--- src/rtl/ifu_mt_if.sv ---
// Fetch-unit bundle: memory request/response, EXU redirect and decode handoff.
// master = fetch unit, slave = surrounding core/memory.
interface ifu_mt_if #(
    parameter int NUM_THREADS = 4,
    parameter int XLEN        = 32,
    parameter int ADDR_LEN    = 32
);
    localparam int TID_W = $clog2(NUM_THREADS);
    localparam int PC_W  = ADDR_LEN - 2;

    logic [NUM_THREADS-1:0] thread_en;
    logic                   mem_req_valid;
    logic                   mem_req_ready;
    logic [ADDR_LEN-1:0]    mem_req_addr;
    logic [TID_W-1:0]       mem_req_tid;
    logic                   mem_rsp_valid;
    logic [TID_W-1:0]       mem_rsp_tid;
    logic [XLEN-1:0]        mem_rsp_data;
    logic                   redirect_valid;
    logic [TID_W-1:0]       redirect_tid;
    logic [PC_W-1:0]        redirect_pc;
    logic                   dec_valid;
    logic                   dec_ready;
    logic [XLEN-1:0]        dec_instr;
    logic [PC_W-1:0]        dec_pc;
    logic [TID_W-1:0]       dec_tid;

    modport master (
        input  thread_en,
        output mem_req_valid, input mem_req_ready, output mem_req_addr, output mem_req_tid,
        input  mem_rsp_valid, input mem_rsp_tid, input mem_rsp_data,
        input  redirect_valid, input redirect_tid, input redirect_pc,
        output dec_valid, input dec_ready, output dec_instr, output dec_pc, output dec_tid
    );

    modport slave (
        output thread_en,
        input  mem_req_valid, output mem_req_ready, input mem_req_addr, input mem_req_tid,
        output mem_rsp_valid, output mem_rsp_tid, output mem_rsp_data,
        output redirect_valid, output redirect_tid, output redirect_pc,
        input  dec_valid, output dec_ready, input dec_instr, input dec_pc, input dec_tid
    );
endinterface

--- src/rtl/ifu_mt.sv ---
// Multi-thread fetch unit: per-thread PC + one-slot buffer, RR fetch issue, tagged responses, RR decode.
// Request registered (1 cycle after eligibility, locked until ready); decode path combinational from buffers.
module ifu_mt #(
    parameter int          NUM_THREADS  = 4,
    parameter int          XLEN         = 32,
    parameter int          ADDR_LEN     = 32,
    parameter int unsigned RESET_BASE   = 0,
    parameter int unsigned RESET_STRIDE = 'h2000
) (
    input  logic     clk,
    input  logic     rst,
    ifu_mt_if.master bus
);
    localparam int TID_W = $clog2(NUM_THREADS);
    localparam int PC_W  = ADDR_LEN - 2;

    typedef enum logic [1:0] {ST_IDLE, ST_WAIT, ST_WAIT_SQ, ST_HOLD} state_t;

    state_t            r_state     [NUM_THREADS];
    state_t            w_state_nx  [NUM_THREADS];
    logic [PC_W-1:0]   r_pc        [NUM_THREADS];
    logic [PC_W-1:0]   r_buf_pc    [NUM_THREADS];
    logic [XLEN-1:0]   r_buf_instr [NUM_THREADS];

    logic              r_req_vld;
    logic [TID_W-1:0]  r_req_tid;
    logic [PC_W-1:0]   r_req_pc;
    logic              r_req_stale;
    logic [TID_W-1:0]  r_req_ptr;
    logic [TID_W-1:0]  r_dec_ptr;

    logic [NUM_THREADS-1:0] w_rd, w_rsp, w_hs, w_req_elig, w_dec_elig, w_dec_take;
    logic              w_req_hs;
    logic [TID_W-1:0]  w_req_base, w_req_idx, w_req_win;
    logic              w_req_found;
    logic [TID_W-1:0]  w_dec_idx, w_dec_tid;
    logic              w_dec_vld;
    logic              w_rsp_bad;

    assign w_req_hs = r_req_vld && bus.mem_req_ready;

    always_comb begin
        w_rd       = '0;
        w_rsp      = '0;
        w_hs       = '0;
        w_req_elig = '0;
        w_dec_elig = '0;
        for (int t = 0; t < NUM_THREADS; t++) begin
            w_rd[t]  = bus.redirect_valid && (bus.redirect_tid == TID_W'(t));
            w_rsp[t] = bus.mem_rsp_valid && (bus.mem_rsp_tid == TID_W'(t));
            w_hs[t]  = w_req_hs && (r_req_tid == TID_W'(t));
            // The thread owning the request register stays IDLE until its handshake, so exclude it.
            w_req_elig[t] = (r_state[t] == ST_IDLE) && bus.thread_en[t] && !w_rd[t]
                            && !(r_req_vld && (r_req_tid == TID_W'(t)));
            w_dec_elig[t] = (r_state[t] == ST_HOLD) && !w_rd[t];
        end
        w_rsp_bad = bus.mem_rsp_valid && (r_state[bus.mem_rsp_tid] != ST_WAIT)
                    && (r_state[bus.mem_rsp_tid] != ST_WAIT_SQ);
    end

    always_comb begin
        w_req_found = 1'b0;
        w_req_win   = '0;
        w_req_idx   = '0;
        w_req_base  = w_req_hs ? (r_req_tid + TID_W'(1)) : r_req_ptr;
        for (int i = 0; i < NUM_THREADS; i++) begin
            w_req_idx = w_req_base + TID_W'(i);
            if (!w_req_found && w_req_elig[w_req_idx]) begin
                w_req_found = 1'b1;
                w_req_win   = w_req_idx;
            end
        end
    end

    always_comb begin
        w_dec_vld  = 1'b0;
        w_dec_tid  = '0;
        w_dec_idx  = '0;
        w_dec_take = '0;
        for (int i = 0; i < NUM_THREADS; i++) begin
            w_dec_idx = r_dec_ptr + TID_W'(i);
            if (!w_dec_vld && w_dec_elig[w_dec_idx]) begin
                w_dec_vld = 1'b1;
                w_dec_tid = w_dec_idx;
            end
        end
        for (int t = 0; t < NUM_THREADS; t++) begin
            w_dec_take[t] = w_dec_vld && bus.dec_ready && (w_dec_tid == TID_W'(t));
        end
    end

    always_comb begin
        for (int t = 0; t < NUM_THREADS; t++) begin
            w_state_nx[t] = r_state[t];
            case (r_state[t])
                ST_IDLE:    if (w_hs[t]) w_state_nx[t] = (w_rd[t] || r_req_stale) ? ST_WAIT_SQ : ST_WAIT;
                ST_WAIT:    if (w_rsp[t]) w_state_nx[t] = w_rd[t] ? ST_IDLE : ST_HOLD;
                            else if (w_rd[t]) w_state_nx[t] = ST_WAIT_SQ;
                ST_WAIT_SQ: if (w_rsp[t]) w_state_nx[t] = ST_IDLE;
                ST_HOLD:    if (w_rd[t] || w_dec_take[t]) w_state_nx[t] = ST_IDLE;
                default:    w_state_nx[t] = ST_IDLE;
            endcase
        end
    end

    always_ff @(posedge clk) begin
        for (int t = 0; t < NUM_THREADS; t++) begin
            r_state[t] <= (!rst) ? ST_IDLE : w_state_nx[t];
        end
    end

    always_ff @(posedge clk) begin
        if (!rst) begin
            r_req_vld   <= 1'b0;
            r_req_tid   <= '0;
            r_req_pc    <= '0;
            r_req_stale <= 1'b0;
            r_req_ptr   <= '0;
            r_dec_ptr   <= '0;
            for (int t = 0; t < NUM_THREADS; t++) begin
                r_pc[t]        <= PC_W'(RESET_BASE + RESET_STRIDE * t);
                r_buf_pc[t]    <= '0;
                r_buf_instr[t] <= '0;
            end
        end else begin
            if (!r_req_vld || bus.mem_req_ready) begin
                r_req_vld   <= w_req_found;
                r_req_stale <= 1'b0;
                if (w_req_found) begin
                    r_req_tid <= w_req_win;
                    r_req_pc  <= r_pc[w_req_win];
                end
            end else if (w_rd[r_req_tid]) begin
                // Locked request is not retracted; remember it now fetches a dead path.
                r_req_stale <= 1'b1;
            end
            if (w_req_hs) r_req_ptr <= r_req_tid + TID_W'(1);
            if (w_dec_vld && bus.dec_ready) r_dec_ptr <= w_dec_tid + TID_W'(1);
            for (int t = 0; t < NUM_THREADS; t++) begin
                if (w_rd[t]) r_pc[t] <= bus.redirect_pc;
                else if (w_hs[t] && !r_req_stale) r_pc[t] <= r_pc[t] + PC_W'(1);
                if (w_hs[t]) r_buf_pc[t] <= r_req_pc;
                if (w_rsp[t] && (r_state[t] == ST_WAIT) && !w_rd[t]) r_buf_instr[t] <= bus.mem_rsp_data;
            end
        end
    end

    assign bus.mem_req_valid = r_req_vld;
    assign bus.mem_req_addr  = {r_req_pc, 2'b00};
    assign bus.mem_req_tid   = r_req_tid;
    assign bus.dec_valid     = w_dec_vld;
    assign bus.dec_instr     = w_dec_vld ? r_buf_instr[w_dec_tid] : '0;
    assign bus.dec_pc        = w_dec_vld ? r_buf_pc[w_dec_tid] : '0;
    assign bus.dec_tid       = w_dec_vld ? w_dec_tid : '0;

    // Responses are only legal for threads with a fetch outstanding.
    a_rsp_legal: assert property (@(posedge clk) disable iff (!rst) !w_rsp_bad);
endmodule

--- src/flat_wrapper.sv ---
// flat-port wrapper written by rule: the top's interface ports become plain ports
module ifu_mt_flat 
#(
    parameter int          NUM_THREADS  = 4,
    parameter int          XLEN         = 32,
    parameter int          ADDR_LEN     = 32,
    parameter int unsigned RESET_BASE   = 0,
    parameter int unsigned RESET_STRIDE = 'h2000
)
  (clk, rst, bus_thread_en, bus_mem_req_valid, bus_mem_req_ready, bus_mem_req_addr, bus_mem_req_tid, bus_mem_rsp_valid, bus_mem_rsp_tid, bus_mem_rsp_data, bus_redirect_valid, bus_redirect_tid, bus_redirect_pc, bus_dec_valid, bus_dec_ready, bus_dec_instr, bus_dec_pc, bus_dec_tid);
  ifu_mt_if #(.NUM_THREADS(NUM_THREADS), .XLEN(XLEN), .ADDR_LEN(ADDR_LEN)) bus_i ();
  input  logic clk;
  input  logic rst;
  input wire logic [$bits(bus_i.thread_en)-1:0] bus_thread_en;
  output wire logic [$bits(bus_i.mem_req_valid)-1:0] bus_mem_req_valid;
  input wire logic [$bits(bus_i.mem_req_ready)-1:0] bus_mem_req_ready;
  output wire logic [$bits(bus_i.mem_req_addr)-1:0] bus_mem_req_addr;
  output wire logic [$bits(bus_i.mem_req_tid)-1:0] bus_mem_req_tid;
  input wire logic [$bits(bus_i.mem_rsp_valid)-1:0] bus_mem_rsp_valid;
  input wire logic [$bits(bus_i.mem_rsp_tid)-1:0] bus_mem_rsp_tid;
  input wire logic [$bits(bus_i.mem_rsp_data)-1:0] bus_mem_rsp_data;
  input wire logic [$bits(bus_i.redirect_valid)-1:0] bus_redirect_valid;
  input wire logic [$bits(bus_i.redirect_tid)-1:0] bus_redirect_tid;
  input wire logic [$bits(bus_i.redirect_pc)-1:0] bus_redirect_pc;
  output wire logic [$bits(bus_i.dec_valid)-1:0] bus_dec_valid;
  input wire logic [$bits(bus_i.dec_ready)-1:0] bus_dec_ready;
  output wire logic [$bits(bus_i.dec_instr)-1:0] bus_dec_instr;
  output wire logic [$bits(bus_i.dec_pc)-1:0] bus_dec_pc;
  output wire logic [$bits(bus_i.dec_tid)-1:0] bus_dec_tid;
  assign bus_i.thread_en = bus_thread_en;
  assign bus_mem_req_valid = bus_i.mem_req_valid;
  assign bus_i.mem_req_ready = bus_mem_req_ready;
  assign bus_mem_req_addr = bus_i.mem_req_addr;
  assign bus_mem_req_tid = bus_i.mem_req_tid;
  assign bus_i.mem_rsp_valid = bus_mem_rsp_valid;
  assign bus_i.mem_rsp_tid = bus_mem_rsp_tid;
  assign bus_i.mem_rsp_data = bus_mem_rsp_data;
  assign bus_i.redirect_valid = bus_redirect_valid;
  assign bus_i.redirect_tid = bus_redirect_tid;
  assign bus_i.redirect_pc = bus_redirect_pc;
  assign bus_dec_valid = bus_i.dec_valid;
  assign bus_i.dec_ready = bus_dec_ready;
  assign bus_dec_instr = bus_i.dec_instr;
  assign bus_dec_pc = bus_i.dec_pc;
  assign bus_dec_tid = bus_i.dec_tid;
  ifu_mt #(.NUM_THREADS(NUM_THREADS), .XLEN(XLEN), .ADDR_LEN(ADDR_LEN), .RESET_BASE(RESET_BASE), .RESET_STRIDE(RESET_STRIDE)) u_core (.clk(clk), .rst(rst), .bus(bus_i));
endmodule
--- config.mk ---
export PLATFORM = sky130hd
export DESIGN_NAME = ifu_mt_flat
export DESIGN_NICKNAME = d
export VERILOG_FILES = /design/src/rtl/ifu_mt_if.sv /design/src/rtl/ifu_mt.sv /design/src/flat_wrapper.sv
export SDC_FILE = /design/constraint.sdc
export NUM_CORES = 1
export LEC_CHECK = 0
export CAP_MARGIN = 20
export CORE_AREA = 10 10 205 207
export CTS_CLUSTER_DIAMETER = 40
export DETAILED_ROUTE_END_ITERATION = 8
export DIE_AREA = 0 0 215 217
export DONT_BUFFER_PORTS = 1
export GPL_TIMING_DRIVEN = 0
export PLACE_DENSITY = 0.85
export SETUP_SLACK_MARGIN = 0.02
export SLEW_MARGIN = 20
export SYNTH_ARGS = -nofsm -noshare
export SYNTH_HDL_FRONTEND = slang
export SYNTH_SLANG_ARGS = --single-unit
export TNS_END_PERCENT = 30
--- constraint.sdc ---
create_clock -name clk -period 5.58 [get_ports clk]
set_input_delay 1.674 -clock clk [delete_from_list [all_inputs] [get_ports clk]]
set_output_delay 1.674 -clock clk [all_outputs]
set_load 0.01 [all_outputs]
Word level (Yosys, flattened, before mapping)
Memory sizes are Yosys's and may differ from the RTL's. A register that Yosys moved wholly into a read port is not among the register bits.
Cells that the tools add are included.
{ "word_totals": {"reg_bits": 8, "mem_bits_rw": 376, "input_bits": 76, "out_inout_bits": 100, "word_cells": 306, "memories": 4} }
{ "mem_list": {"columns": ["memory", "depth", "width", "read_ports", "rd_ports_with_merged_regs", "wr", "line_no", "text"], "rows": [
  ["u_core.r_buf_instr", 4, 32, 1, 0, 4, "ifu_mt.sv:23", "logic [XLEN-1:0] r_buf_instr [NUM_THREADS];"],
  ["u_core.r_buf_pc", 4, 30, 1, 0, 4, "ifu_mt.sv:22", "logic [PC_W-1:0] r_buf_pc [NUM_THREADS];"],
  ["u_core.r_pc", 4, 30, 5, 1, 4, "ifu_mt.sv:21", "logic [PC_W-1:0] r_pc [NUM_THREADS];"],
  ["u_core.r_state", 4, 2, 4, 0, 4, "ifu_mt.sv:19", "state_t r_state [NUM_THREADS];"]
]} }
{ "op_classes": {"n_addsub": 12, "magnitude_cmp": 9, "eq_ne": 24, "mux": 143, "bitwise": 17, "n_reduce_logical": 92} }
{ "ops": {"columns": ["operator", "count"], "rows": [
  ["$mux 30", 13],
  ["$mux 32", 5],
  ["$add 30x1->30 const B", 4],
  ["$mux 2", 42],
  ["$mux 1", 70],
  ["$logic_and 1x1->1", 56],
  ["$eq 2x2->1 const B", 16],
  ["$pmux 2 s4", 4],
  ["$lt 2x3->1 const B", 9],
  ["$bmux 1 s2", 9],
  ["$logic_not 1->1", 17],
  ["$eq 2x1->1 const B", 8],
  ["$logic_not 2->1", 8],
  ["$or 1x1->1", 16],
  ["$logic_or 1x1->1", 9],
  ["$add 2x1->2 const B", 4],
  ["$add 2x2->2 const B", 4],
  ["$reduce_and 2->1", 1],
  ["$reduce_or 2->1", 1],
  ["$not 1->1", 1]
]} }

Logic depth before layout (Yosys ltp)
Gate-level depths: netlist (run 1).
{ "logic_depth": {"depth_word": 22, "depth_mapped": 11, "mapped_depth_nobuf": 9} }

Worst setup path after synthesis (run 1)
OpenSTA, ideal clock, no wires.
{ "synth_path": {"path_type": "input to output", "startpoint": "in bus_redirect_tid[0]", "endpoint": "out bus_dec_instr[22]", "arrival_ns": 3.861, "t_required_ns": 3.906, "setup_slack_ns": 0.045, "stages": 10, "path_buffers": 3, "path_cell_list": "buf_4 > nor3b_2 > a2111oi_0 > a2111oi_0 > a221oi_1 > buf_2 > inv_2 > buf_1 > a211oi_1 > a211oi_1"} }
{ "synth_between": {"elab_chain_cells": 18, "elab_cells_between_ends": 40, "cone_classes": "eq/ne: 3; mux: 17; reduce/logical: 19; memory: 1"} }
{ "synth_lines": {"columns": ["element", "line_no", "text"], "rows": [
  ["from (decl)", "flat_wrapper.sv:23", "input wire logic [$bits(bus_i.redirect_tid)-1:0] bus_redirect_tid;"],
  ["$eq 2x1->1, or another cell as far along", "ifu_mt.sv:49", "w_rd[t] = bus.redirect_valid && (bus.redirect_tid == TID_W'(t));"],
  ["$logic_and 1x1->1", "ifu_mt.sv:49", null],
  ["$logic_not 1->1", "ifu_mt.sv:55", "w_dec_elig[t] = (r_state[t] == ST_HOLD) && !w_rd[t];"],
  ["$logic_and 1x1->1", "ifu_mt.sv:55", null],
  ["$bmux 1 s2", "ifu_mt.sv:82", "if (!w_dec_vld && w_dec_elig[w_dec_idx]) begin"],
  ["$mux 1 (implied by the code)", "ifu_mt.sv:82", null],
  ["$mux 1", "ifu_mt.sv:82", null],
  ["$logic_not 1->1", "ifu_mt.sv:82", null],
  ["[2 not listed]", null, null],
  ["$logic_not 1->1", "ifu_mt.sv:82", null],
  ["$logic_and 1x1->1", "ifu_mt.sv:82", null],
  ["$mux 1", "ifu_mt.sv:82", null],
  ["$logic_not 1->1", "ifu_mt.sv:82", null],
  ["$logic_and 1x1->1", "ifu_mt.sv:82", null],
  ["$mux 2", "ifu_mt.sv:82", null],
  ["$mem_v2 4x32", null, null],
  ["$mux 32 (*)", "ifu_mt.sv:152", "assign bus.dec_instr = w_dec_vld ? r_buf_instr[w_dec_tid] : '0;"],
  ["to (decl)", "flat_wrapper.sv:27", "output wire logic [$bits(bus_i.dec_instr)-1:0] bus_dec_instr;"]
]} }
Every way passes the cells marked *; elsewhere a longest branch is shown, timed or not. The select of a mux whose other input is x is not followed.

Worst setup path after layout (run 1)
{ "layout_path": {"startpoint": "in bus_redirect_tid[1]", "endpoint": "out bus_dec_instr[25]"} }
The elaborated chain is that of the path after synthesis.

==> results of run 1 <==
placed cells by master, fill, tap and decap left out, types with 47 or more instances in the layout:
cell type  Yosys  layout
edfxtp_1     368     368
and2_1       288     284
nand2_1      222     217
o21ai_0      126     123
mux2i_1      130     107
clkbuf_1     101      77
a211oi_2       0      69
nor2_1        65      65
xor2_1        60      60
clkbuf_16      0      59
nand3_1       57      53
xnor2_1       53      53
and3_1        48      47
Yosys cell counts (5+ instances only):
master	number	area (µm²)
a31oi_1	5	31.3
and3_1	48	300
clkbuf_1	101	379
xor2_1	60	526
edfxtp_1	368	11100
nand3_1	57	285
o221ai_1	34	298
buf_2	10	50.1
and4_1	7	61.3
nor2_1	65	244
and2_1	288	1800
nand2b_1	6	37.5
o21ai_0	126	631
nor3_1	16	80.1
buf_6	9	101
dfxtp_1	46	921
a21oi_1	18	90.1
a211oi_1	126	946
inv_1	27	101
nand4_1	26	163
nand2_1	222	833
ha_1	22	275
buf_4	5	37.5
mux2i_1	130	1300
xnor2_1	53	464
a211o_1	5	43.8
power groups by stage:
stage          registers, W  logic [W]  clock network [W]
2_1_floorplan       0.00394   0.000943                  0
3_5_place_dp        0.00411    0.00130                  0
5_1_grt             0.00411    0.00163            0.00362
3_3_place_gp        0.00410    0.00122                  0
4_1_cts             0.00405    0.00141            0.00347
6_report            0.00409    0.00155            0.00351
metrics by stage:
step / TNS, ns / utilization / total power [W]
after floorplan: 0 / - / 0.00488
after global placement: -152.71 / 0.585 / 0.00531
after detailed placement: -62.16 / 0.594 / 0.00540
after CTS: 0 / 0.666 / 0.00893
after global routing: -1.24 / 0.685 / 0.00935
final: -0.0430 / 0.685 / 0.00915
flip-flops by register name, indices dropped and copies added, names as in the netlist:
signal / flops
u_core.bus.mem_req_tid: 2
u_core.bus.mem_req_valid: 1
u_core.r_buf_instr: 128
u_core.r_buf_pc: 120
u_core.r_dec_ptr: 2
u_core.r_pc: 120
u_core.r_req_pc: 30
u_core.r_req_ptr: 2
u_core.r_req_stale: 1
u_core.r_state: 8
area by class of cell:
type / instances / area [µm²] / share of cell area
clock inverters: 41 / 429 / 0.0164
repair buffers: 31 / 494 / 0.0189
diodes: 2 / 5.00 / 0.000192
well taps: 518 / 648 / 0.0248
flip-flops and latches: 414 / 12000 / 0.459
plain buffers: 128 / 883 / 0.0339
inverters: 29 / 124 / 0.00475
multi-input cells: 1384 / 10200 / 0.390
clock buffers: 59 / 1370 / 0.0525
routing by layer:
metal / track usage / wire length [µm] / part of all wire
met1: 0.326 / 24700 / 0.35
met2: 0.459 / 34400 / 0.49
met3: 0.0699 / 7720 / 0.11
met4: 0.123 / 3400 / 0.048
met5: 0 / 0 / 0
kinds of logic (layout without fill, tap and decap cells):
family          count (synthesis)  count (layout)
buf+inv                       158             288
simple gates                  763             763
compound gates                352             352
xor+xnor                      113             113
flops                         414             414
other cells                     1               4
fa+ha+maj                      22              22
mux                           132             132
critical path, delay by kind of cell:
family	cells	cell delay, ns
muxes	1	0.20
and+or+nand+nor	2	0.50
AOI/OAI and AO/OA	3	0.87
buffers and inverters	4	0.68
worst min-delay path by stage:
stage,endpoint,slack [ns],cells after the start
floorplan,u_core.r_state[1][1]$_SDFFE_PN0P_,0.47,2
global placement,u_core.r_state[1][1]$_SDFFE_PN0P_,0.49,2
detailed placement,u_core.r_state[1][1]$_SDFFE_PN0P_,0.50,2
CTS,u_core.r_state[1][1]$_SDFFE_PN0P_,0.50,2
global route,u_core.r_state[3][0]$_SDFFE_PN0P_,0.55,2
finish,u_core.r_state[1][1]$_SDFFE_PN0P_,0.51,2
timing repair:
action / CTS / global route
buffers inserted: 8 / 9
pin swaps: 39 / 52
gates resized for setup: 201 / 140
gates cloned: 2 / 4
endpoints found under the setup margin: 65 / 63
==> run_results.csv, run 1 <==
group,metric,value,unit
run_status,status,"finished, violations left",
run_status,failed_checks,"negative setup slack",
layout,layout.nets,2139,
sta,rsz0062_at_grt,"true",
power,power_frac_comb,0.169,
worst_setup_path,crit_slowest_cell,"a211oi_4",
floorplan,initial_core_util,0.568,
layout,fill_cells,2451,
route,vias,17100,
route,post-route-drc-count,0,
logic_synthesis,synthesis.area,21600,µm²
logic_synthesis,postSynthAreaPerCell,11.1,µm²
logic_synthesis,synth_edf_count,368,
clock_tree,clock_path_buffers,3,
route,avgRoutedWirePerCell,26.9,µm
power,power_frac_clock,0.384,
sta,slew_viol_final,0,
logic_synthesis,yosys.area_share.adder,0.0127,
sta,fin_crit,5.62,ns
power,ir_drop,279,µV
worst_setup_path,cp_max_fo,10,
grt,grt_pass1_wl,99.5,mm
logic_synthesis,synthArstFlopShare,0,
logic_synthesis,synth_top_flop_cell,"edfxtp_1",
sta,max_freq,178,MHz
flow_run,maxCapViolations,0,
floorplan,row_count,72,
place,place_ws,-1.22,ns
logic_synthesis,yosysUniqueCellTypes,65,
clock_tree,htree_levels,2,
clock_tree,clock-sinks,414,
place,dp.cells,2483,
grt,first_global_vias,16500,
place,place.gp.congestion,0.983,
floorplan,die_area,46700,µm²
worst_setup_path,setup.worst_path.start,"bus_redirect_tid[1]",
worst_setup_path,reg2reg_to,"u_core.r_pc[1][15]$_SDFFCE_PN0P_",
grt,grt_remaining_overflow,0,
logic_synthesis,synth_top_family_by_area,"simple AND/OR/NAND/NOR gates",
worst_setup_path,path_class,"primary input to primary output",
clock_tree,cts_tree,"done",
place,dp_hpwl,45.4,mm
worst_setup_path,critPathArrivalTime,3.94,ns
grt,grtUsageTotal,0.273,
worst_setup_path,required,3.91,ns
layout,area_growth,20.5,%
worst_setup_path,r2r_slack,1.83,ns
worst_setup_path,slowest_delay,0.43,ns
worst_setup_path,cp-start-kind,"primary input",
sta,fin_skew,0.0236,ns
logic_synthesis,yosysSeqAreaShare,0.553,
logic_synthesis,synth.mux.area_fraction,0.0617,
logic_synthesis,synthXorXnorAreaFrac,0.0457,
power,power.leakage,9.36,nW
clock_tree,clk_pin_slew,0.06,ns
layout,final_cells,2606,
route,drt_iter0_markers,2288,
min_path,hold_class,"register to register",
logic_synthesis,ys_warn_count,0,
clock_tree,root_buffer,"clkbuf_16",
floorplan,die-width,215,µm
floorplan,dieHeight,217,µm
logic_synthesis,syn-instance-count,1955,
route,drtPass1Iterations,8,
worst_setup_path,reg2reg_depth,9,
place,io_buffers,0,
place,placed_cell_area,22600,µm²
sta,whs,0.510,ns
worst_setup_path,crit_chain,"or3b_1 > buf_6 > a221o_1 > nand2_1 > a221oi_4 > buf_6 > buf_12 > buf_12 > mux2i_4 > a211oi_4",
power,power_density,351,nW/µm²
route,antenna_left,0,
worst_setup_path,end_kind,"primary output",
sta,relSlewSlack,0.242,
worst_setup_path,reg2reg_from,"u_core.bus.mem_req_tid[1]$_SDFFE_PN0P_",
clock_tree,postCtsHoldBufs,0,
sta,fin_crit_sh,1.01,
route,wl,70.2,mm
grt,grt_max_degree,31,
layout,drive_gt1_frac,0.165,
floorplan,top_level_ports,176,
route,via_per_inst,6.57,
power,switchingPower,0.00284,W
logic_synthesis,synth_simple_gate_area_share,0.186,
worst_setup_path,critPathCapture,"bus_dec_instr[25]",
sta,layout_setup_ws,-0.0385,ns
layout,stdcell_area,26100,µm²
min_path,hold_start,"u_core.r_state[1][1]$_SDFFE_PN0P_",
logic_synthesis,synth_compound_area_frac,0.109,
clock_tree,clkLatencyLatePin,0.62,ns
power,seq_power_share,0.447,
sta,worst_pin_slew,1.13,ns
power,cell_internal_pwr,0.00631,W
power,switching_share,0.310,
clock_tree,cts_made_buffers,53,
grt,grt_antenna_before_repair,3,
sta,setup-violations-final,3,
sta,hold_viol_final,0,
logic_synthesis,synth_seq_cells,414,
floorplan,coreArea,38100,µm²
(Power assumes the default switching activity.)
==> run 2: changes to the inputs <==
--- a/config.mk
+++ b/config.mk
@@ -6,13 +6,14 @@
 export NUM_CORES = 1
 export LEC_CHECK = 0
 export CAP_MARGIN = 20
-export CORE_AREA = 10 10 205 207
+export CORE_AREA = 2 2 197 199
 export CTS_CLUSTER_DIAMETER = 40
 export DETAILED_ROUTE_END_ITERATION = 8
-export DIE_AREA = 0 0 215 217
+export DIE_AREA = 0 0 199 201
 export DONT_BUFFER_PORTS = 1
 export GPL_TIMING_DRIVEN = 0
 export PLACE_DENSITY = 0.85
+export RECOVER_POWER = 50
 export SETUP_SLACK_MARGIN = 0.02
 export SLEW_MARGIN = 20
 export SYNTH_ARGS = -nofsm -noshare
==> run 2 against run 1 <==
  * The flow finishes with violations (max-capacitance violations, max-slew violations)
  * Hold slack better by 0.020 ns
  * Clock skew rose by 0.0082 ns
  * Combinational power shrank 3%
  * Final area down 0.73%
  * First-iteration DRC count is 11% lower
  * Final cell count unchanged
  * Count of clock-buffer cells in the layout rose by 1
  * Setup slack better by 0.041 ns
  * Largest cell class unchanged
  * Highest routed layer unchanged
==> run_results.csv, run 2 (same netlist as run 1, synthesis figures left out) <==
group,metric,value,unit
sta,relSlewSlack,-0.174,
worst_setup_path,reg2reg_to,"u_core.r_pc[1][22]$_SDFFCE_PN0P_",
power,p_total,0.00911,W
floorplan,row_count,72,
sta,fin_crit_sh,0.999,
power,power.leakage,9.39,nW
clock_tree,cts_tree,"done",
layout,top_register,"u_core.r_buf_instr",
worst_setup_path,cp-start-kind,"primary input",
worst_setup_path,slowest_delay,0.38,ns
run_status,status,"finished, violations left",
sta,worst_pin_slew,1.74,ns
grt,grt_pass1_wl,95.4,mm
place,placed_cell_area,22600,µm²
place,dp_hpwl,43.1,mm
route,via_per_inst,6.39,
worst_setup_path,r2r_slack,1.98,ns
min_path,hold_class,"register to register",
worst_setup_path,end_kind,"primary output",
floorplan,top_level_ports,176,
worst_setup_path,crit_slowest_cell,"a221o_1",
sta,max_freq,179,MHz
floorplan,coreArea,38100,µm²
min_path,whs_endpoint,"u_core.r_state[1][1]$_SDFFE_PN0P_",
floorplan,die_area,40000,µm²
route,antenna_left,0,
sta,slew_viol_final,12,
layout,layout_common_cells,"edfxtp_1, nand2_1, and2_1",
route,drt_iter0_markers,2027,
layout,drive_gt1_frac,0.151,
sta,setup-violations-final,0,
layout,biggestRegsByFlops,"u_core.r_buf_instr: 128 flops, u_core.r_buf_pc: 120 flops, u_core.r_pc: 120 flops",
grt,grtUsageTotal,0.313,
run_status,failed_checks,"max-capacitance violations, max-slew violations",
sta,fin_crit,5.58,ns
layout,fill_cells,2508,
grt,grt_max_degree,31,
layout,antenna_cells,0,
grt,first_global_vias,16600,
clock_tree,htree_levels,2,
worst_setup_path,reg2reg_from,"u_core.bus.mem_req_tid[1]$_SDFFE_PN0P_",
route,post-route-drc-count,0,
layout,fin_util,0.680,
worst_setup_path,required,3.91,ns
worst_setup_path,reg2reg_depth,9,
floorplan,dieHeight,201,µm
grt,grt_remaining_overflow,0,
floorplan,initial_core_util,0.568,
clock_tree,clock_path_buffers,3,
sta,rsz0062_at_grt,"true",
route,vias,16700,
worst_setup_path,cp_max_fo,10,
power,power_density,352,nW/µm²
clock_tree,clkLatencyLatePin,0.62,ns
layout,largest_register_ff_count,128,
place,io_buffers,0,
clock_tree,clock-sinks,414,
grt,grt_antenna_before_repair,0,
min_path,hold_start,"u_core.r_state[1][1]$_SDFFE_PN0P_",
sta,hold_viol_final,0,
sta,fin_skew,0.0317,ns
worst_setup_path,path_class,"primary input to primary output",
route,avgRoutedWirePerCell,24.8,µm
clock_tree,clk_pin_slew,0.06,ns
layout,regArea,12000,µm²
worst_setup_path,crit_chain,"or3b_1 > buf_6 > a221o_1 > a22o_1 > o22a_4 > inv_6 > clkbuf_8 > a211oi_1 > a211oi_4",
layout,multi_input_area,9960,µm²
place,place.gp.congestion,0.962,
min_path,whs_path_depth,2,
floorplan,die-width,199,µm
clock_tree,cts_made_buffers,53,
flow_run,maxCapViolations,1,
clock_tree,root_buffer,"clkbuf_16",
layout,final_common_cell,"edfxtp_1",
layout,layout.nets,2142,
power,ir_drop,267,µV
route,wl,64.6,mm
layout,stdcell_area,25900,µm²
worst_setup_path,critPathArrivalTime,3.90,ns
layout,area_growth,19.6,%
route,drtPass1Iterations,8,
-- run 2: cell count changes in the layout (fill, tap and decap cells not counted), sizes merged --
cell	delta
diode	-2
buf	-2
bufinv	+2
clkinvlp	-5
clkbuf	+5
clkinv	+2
-- run 2: per-stage QoR --
step / cells / setup TNS [ns] / hold WS [ns] / setup slack [ns]
floorplan: 1956 / 0 / 0.468 / 0.0448
global placement: 2474 / -135.80 / 0.487 / -1.07
detailed placement: 2483 / -60.41 / 0.513 / -1.15
CTS: 2594 / -0.00359 / 0.520 / -0.00314
global route: 2606 / -0.0251 / 0.552 / -0.0137
finish: 2606 / 0 / 0.530 / 0.00285
-- run 2: final cells by class --
| cell class | instances | share of cell area |
|---|---|---|
| sequential | 414 | 0.462 |
| timing repair buffer | 34 | 0.0186 |
| inverter | 29 | 0.00478 |
| buffer | 127 | 0.0342 |
| clock inverter | 39 | 0.0172 |
| tap | 518 | 0.0250 |
| multi-input combinational | 1384 | 0.385 |
| timing repair inverter | 1 | 0.000338 |
| clock buffer | 60 | 0.0530 |
-- run 2: worst max-delay path: cells and delay by family --
kind	cells	cell delay [ns]
AOI/OAI and AO/OA	5	1.38
buffers and inverters	3	0.47
and+or+nand+nor	1	0.37
-- run 2: where the power goes --
group          total [W]  internal, W  switching, W  leakage [nW]
Combinational    0.00151     0.000576      0.000930          4.30
Clock            0.00354      0.00212       0.00142         0.886
Sequential       0.00407      0.00368      0.000389          4.20
Total            0.00911      0.00638       0.00273          9.39
-- run 2: how the worst max path moves through the flow --
stage	depth (start not counted)	slack [ns]	to	start
floorplan	10	0.04	bus_dec_instr[22]	bus_redirect_tid[0]
global placement	10	-1.07	bus_dec_instr[26]	bus_redirect_tid[0]
detailed placement	10	-1.15	bus_dec_instr[26]	bus_redirect_tid[0]
CTS	9	-0.003	bus_dec_instr[21]	bus_redirect_tid[0]
global route	9	-0.01	bus_dec_pc[9]	bus_redirect_tid[0]
finish	9	0.003	bus_dec_instr[13]	bus_redirect_tid[0]
-- run 2: repair_timing --
action	CTS	global route
resized for setup	206	94
setup buffers	11	10
hold buffers	0	0
cloned	2	3
pin swaps	38	51
endpoints found under the setup margin	65	63
-- run 2: layer usage --
metal	GRT usage	up-vias	share of wire
met4	0.158	0	0.057
li1	-	7294	-
met5	0	-	0
met3	0.0865	250	0.10
met1	0.380	8133	0.36
met2	0.511	983	0.48
==> run 3: changes to the inputs <==
--- a/config.mk
+++ b/config.mk
@@ -12,7 +12,7 @@
 export DIE_AREA = 0 0 199 201
 export DONT_BUFFER_PORTS = 1
 export GPL_TIMING_DRIVEN = 0
-export PLACE_DENSITY = 0.85
+export PLACE_DENSITY = 0.8
 export RECOVER_POWER = 50
 export SETUP_SLACK_MARGIN = 0.02
 export SLEW_MARGIN = 20
==> run 3 against run 2 <==
  * Non-clock buffer count down 1
  * The flow finishes with violations (negative setup slack)
  * Sequential cell count stayed put
  * Register-to-register slack about the same
  * Combinational power decreased by 3%
  * Critical path depth did not move
  * Utilization fell by 0.50 points
  * Sequential power hardly changed
  * Largest power group unchanged
  * Final cell count about the same
  * Highest routed layer unchanged
==> run_results.csv, run 3 (same netlist as run 1, synthesis figures left out) <==
group,metric,value,unit
clock_tree,clock_path_buffers,3,
worst_setup_path,reg2reg_depth,9,
sta,relSlewSlack,0.118,
grt,grt_antenna_before_repair,0,
sta,whs,0.524,ns
layout,layout_common_cells,"edfxtp_1, and2_1, nand2_1",
layout,fill_cells,2661,
layout,antenna_cells,0,
worst_setup_path,slowest_delay,0.37,ns
clock_tree,htree_levels,2,
worst_setup_path,reg2reg_from,"u_core.bus.mem_req_tid[1]$_SDFFE_PN0P_",
worst_setup_path,required,3.91,ns
clock_tree,cts_tree,"done",
worst_setup_path,r2r_slack,1.99,ns
grt,grt_pass1_wl,95.9,mm
worst_setup_path,crit_slowest_cell,"or3b_1",
sta,fin_crit,5.61,ns
sta,hold_viol_final,0,
clock_tree,clock-sinks,414,
clock_tree,clk_pin_slew,0.05,ns
place,placed_cell_area,22600,µm²
worst_setup_path,critPathCapture,"bus_dec_pc[29]",
worst_setup_path,crit_cells,9,
power,power.leakage,9.40,nW
clock_tree,root_buffer,"clkbuf_16",
grt,grt_remaining_overflow,0,
grt,grt_max_degree,31,
clock_tree,clkLatencyLatePin,0.63,ns
layout,biggestRegsByFlops,"u_core.r_buf_instr: 128 flops, u_core.r_buf_pc: 120 flops, u_core.r_pc: 120 flops",
route,antenna_left,0,
power,ir_drop,296,µV
flow_run,maxCapViolations,0,
place,io_buffers,0,
sta,fin_skew,0.0487,ns
layout,stdcell_area,25700,µm²
run_status,status,"finished, violations left",
sta,max_freq,178,MHz
worst_setup_path,cp_max_fo,10,
route,wl,64.2,mm
route,vias,16500,
worst_setup_path,critPathArrivalTime,3.94,ns
route,drt_iter0_markers,1924,
layout,top_register,"u_core.r_buf_instr",
grt,first_global_vias,16400,
layout,area_growth,18.8,%
worst_setup_path,reg2reg_to,"u_core.r_pc[1][3]$_SDFFCE_PN0P_",
sta,worst_pin_slew,1.32,ns
layout,largest_register_ff_count,128,
run_status,failed_checks,"negative setup slack",
place,dp_hpwl,43.2,mm
worst_setup_path,path_class,"primary input to primary output",
sta,fin_crit_sh,1.01,
floorplan,top_level_ports,176,
floorplan,die-width,199,µm
worst_setup_path,cp-start-kind,"primary input",
clock_tree,cts_made_buffers,54,
route,post-route-drc-count,0,
sta,layout_setup_ws,-0.0312,ns
layout,final_cells,2607,
min_path,hold_class,"register to register",
layout,drive_gt1_frac,0.144,
sta,setup-violations-final,5,
power,power_density,353,nW/µm²
route,drtPass1Iterations,6,
worst_setup_path,cp_num_buf_inv,3,
floorplan,die_area,40000,µm²
layout,layout.nets,2142,
worst_setup_path,end_kind,"primary output",
clock_tree,postCtsHoldBufs,0,
place,dp.cells,2484,
worst_setup_path,setup.worst_path.start,"bus_redirect_tid[1]",
worst_setup_path,crit_chain,"or3b_1 > buf_6 > a221o_1 > a22o_1 > o22a_4 > inv_6 > clkbuf_8 > a211oi_1 > a211oi_2",
worst_setup_path,cp_top_family,"compound AO/OA/AOI/OAI gates",
route,via_per_inst,6.34,
place,place.gp.congestion,0.939,
floorplan,dieHeight,201,µm
grt,grtUsageTotal,0.315,
layout,final_common_cell,"edfxtp_1",
route,avgRoutedWirePerCell,24.6,µm
sta,rsz0062_at_grt,"true",
floorplan,coreArea,38100,µm²
floorplan,row_count,72,
floorplan,initial_core_util,0.568,
sta,slew_viol_final,0,
[run 3: worst min path at each step]
| stage | startpoint | endpoint | slack, ns | cells after the start |
|---|---|---|---|---|
| after floorplan | u_core.r_state[1][1]$_SDFFE_PN0P_ | u_core.r_state[1][1]$_SDFFE_PN0P_ | 0.47 | 2 |
| after global placement | u_core.r_state[1][1]$_SDFFE_PN0P_ | u_core.r_state[1][1]$_SDFFE_PN0P_ | 0.49 | 2 |
| after detailed placement | u_core.r_state[1][1]$_SDFFE_PN0P_ | u_core.r_state[1][1]$_SDFFE_PN0P_ | 0.52 | 2 |
| after CTS | u_core.r_state[3][1]$_SDFFE_PN0P_ | u_core.r_state[3][1]$_SDFFE_PN0P_ | 0.53 | 2 |
| after global routing | u_core.r_state[0][1]$_SDFFE_PN0P_ | u_core.r_state[0][1]$_SDFFE_PN0P_ | 0.54 | 2 |
| final | u_core.r_state[3][1]$_SDFFE_PN0P_ | u_core.r_state[3][1]$_SDFFE_PN0P_ | 0.52 | 2 |
[run 3: what timing repair did]
item                       4_1_cts  5_1_grt
pin swaps                       33       43
setup buffers                    9        9
setup endpoints to repair       65       63
cloned                           1        5
gates resized for setup        180       91
[run 3: worst register-to-register path, stage by stage (launching register included)]
cell and delay (ns):
dfxtp_1 0.51, inv_1 0.13, ha_1 0.22, and3_1 0.32, and2_1 0.24, nand2_1 0.12, clkbuf_1 0.44, clkbuf_1 0.44
nand3_2 0.53, buf_16 0.38
[run 3: area by class of cell]
| cell class | instances | area [µm²] | area share |
|---|---|---|---|
| sequential | 414 | 12000 | 0.466 |
| multi-input combinational | 1384 | 9780 | 0.380 |
| clock buffer | 67 | 1470 | 0.0573 |
| buffer | 128 | 868 | 0.0338 |
| tap | 518 | 648 | 0.0252 |
| timing repair buffer | 32 | 474 | 0.0184 |
| clock inverter | 34 | 367 | 0.0143 |
| inverter | 29 | 121 | 0.00472 |
| timing repair inverter | 1 | 8.76 | 0.000341 |
[run 3: layer usage]
| metal | global-route usage | wire [µm] | vias up |
|---|---|---|---|
| met4 | 0.130 | 3190 | 0 |
| met2 | 0.524 | 30900 | 970 |
| met5 | 0 | 0 | - |
| met3 | 0.0754 | 6900 | 217 |
| li1 | - | - | 7309 |
| met1 | 0.395 | 23300 | 8039 |
[run 3: power breakdown]
group          total [W]  internal (W)  switching [W]
combinational    0.00146      0.000565       0.000898
clock            0.00355       0.00213        0.00142
sequential       0.00406       0.00368       0.000386
[run 3: stage by stage]
stage,setup slack (ns),power (W),setup TNS (ns),utilization
4_1_cts,-0.0207,0.00895,-0.0895,0.663
5_1_grt,-0.0785,0.00931,-0.892,0.675
6_report,-0.0312,0.00907,-0.0808,0.675
3_5_place_dp,-1.22,0.00539,-61.88,0.594
2_1_floorplan,0.0448,0.00488,0,-
3_3_place_gp,-1.12,0.00531,-143.45,0.585
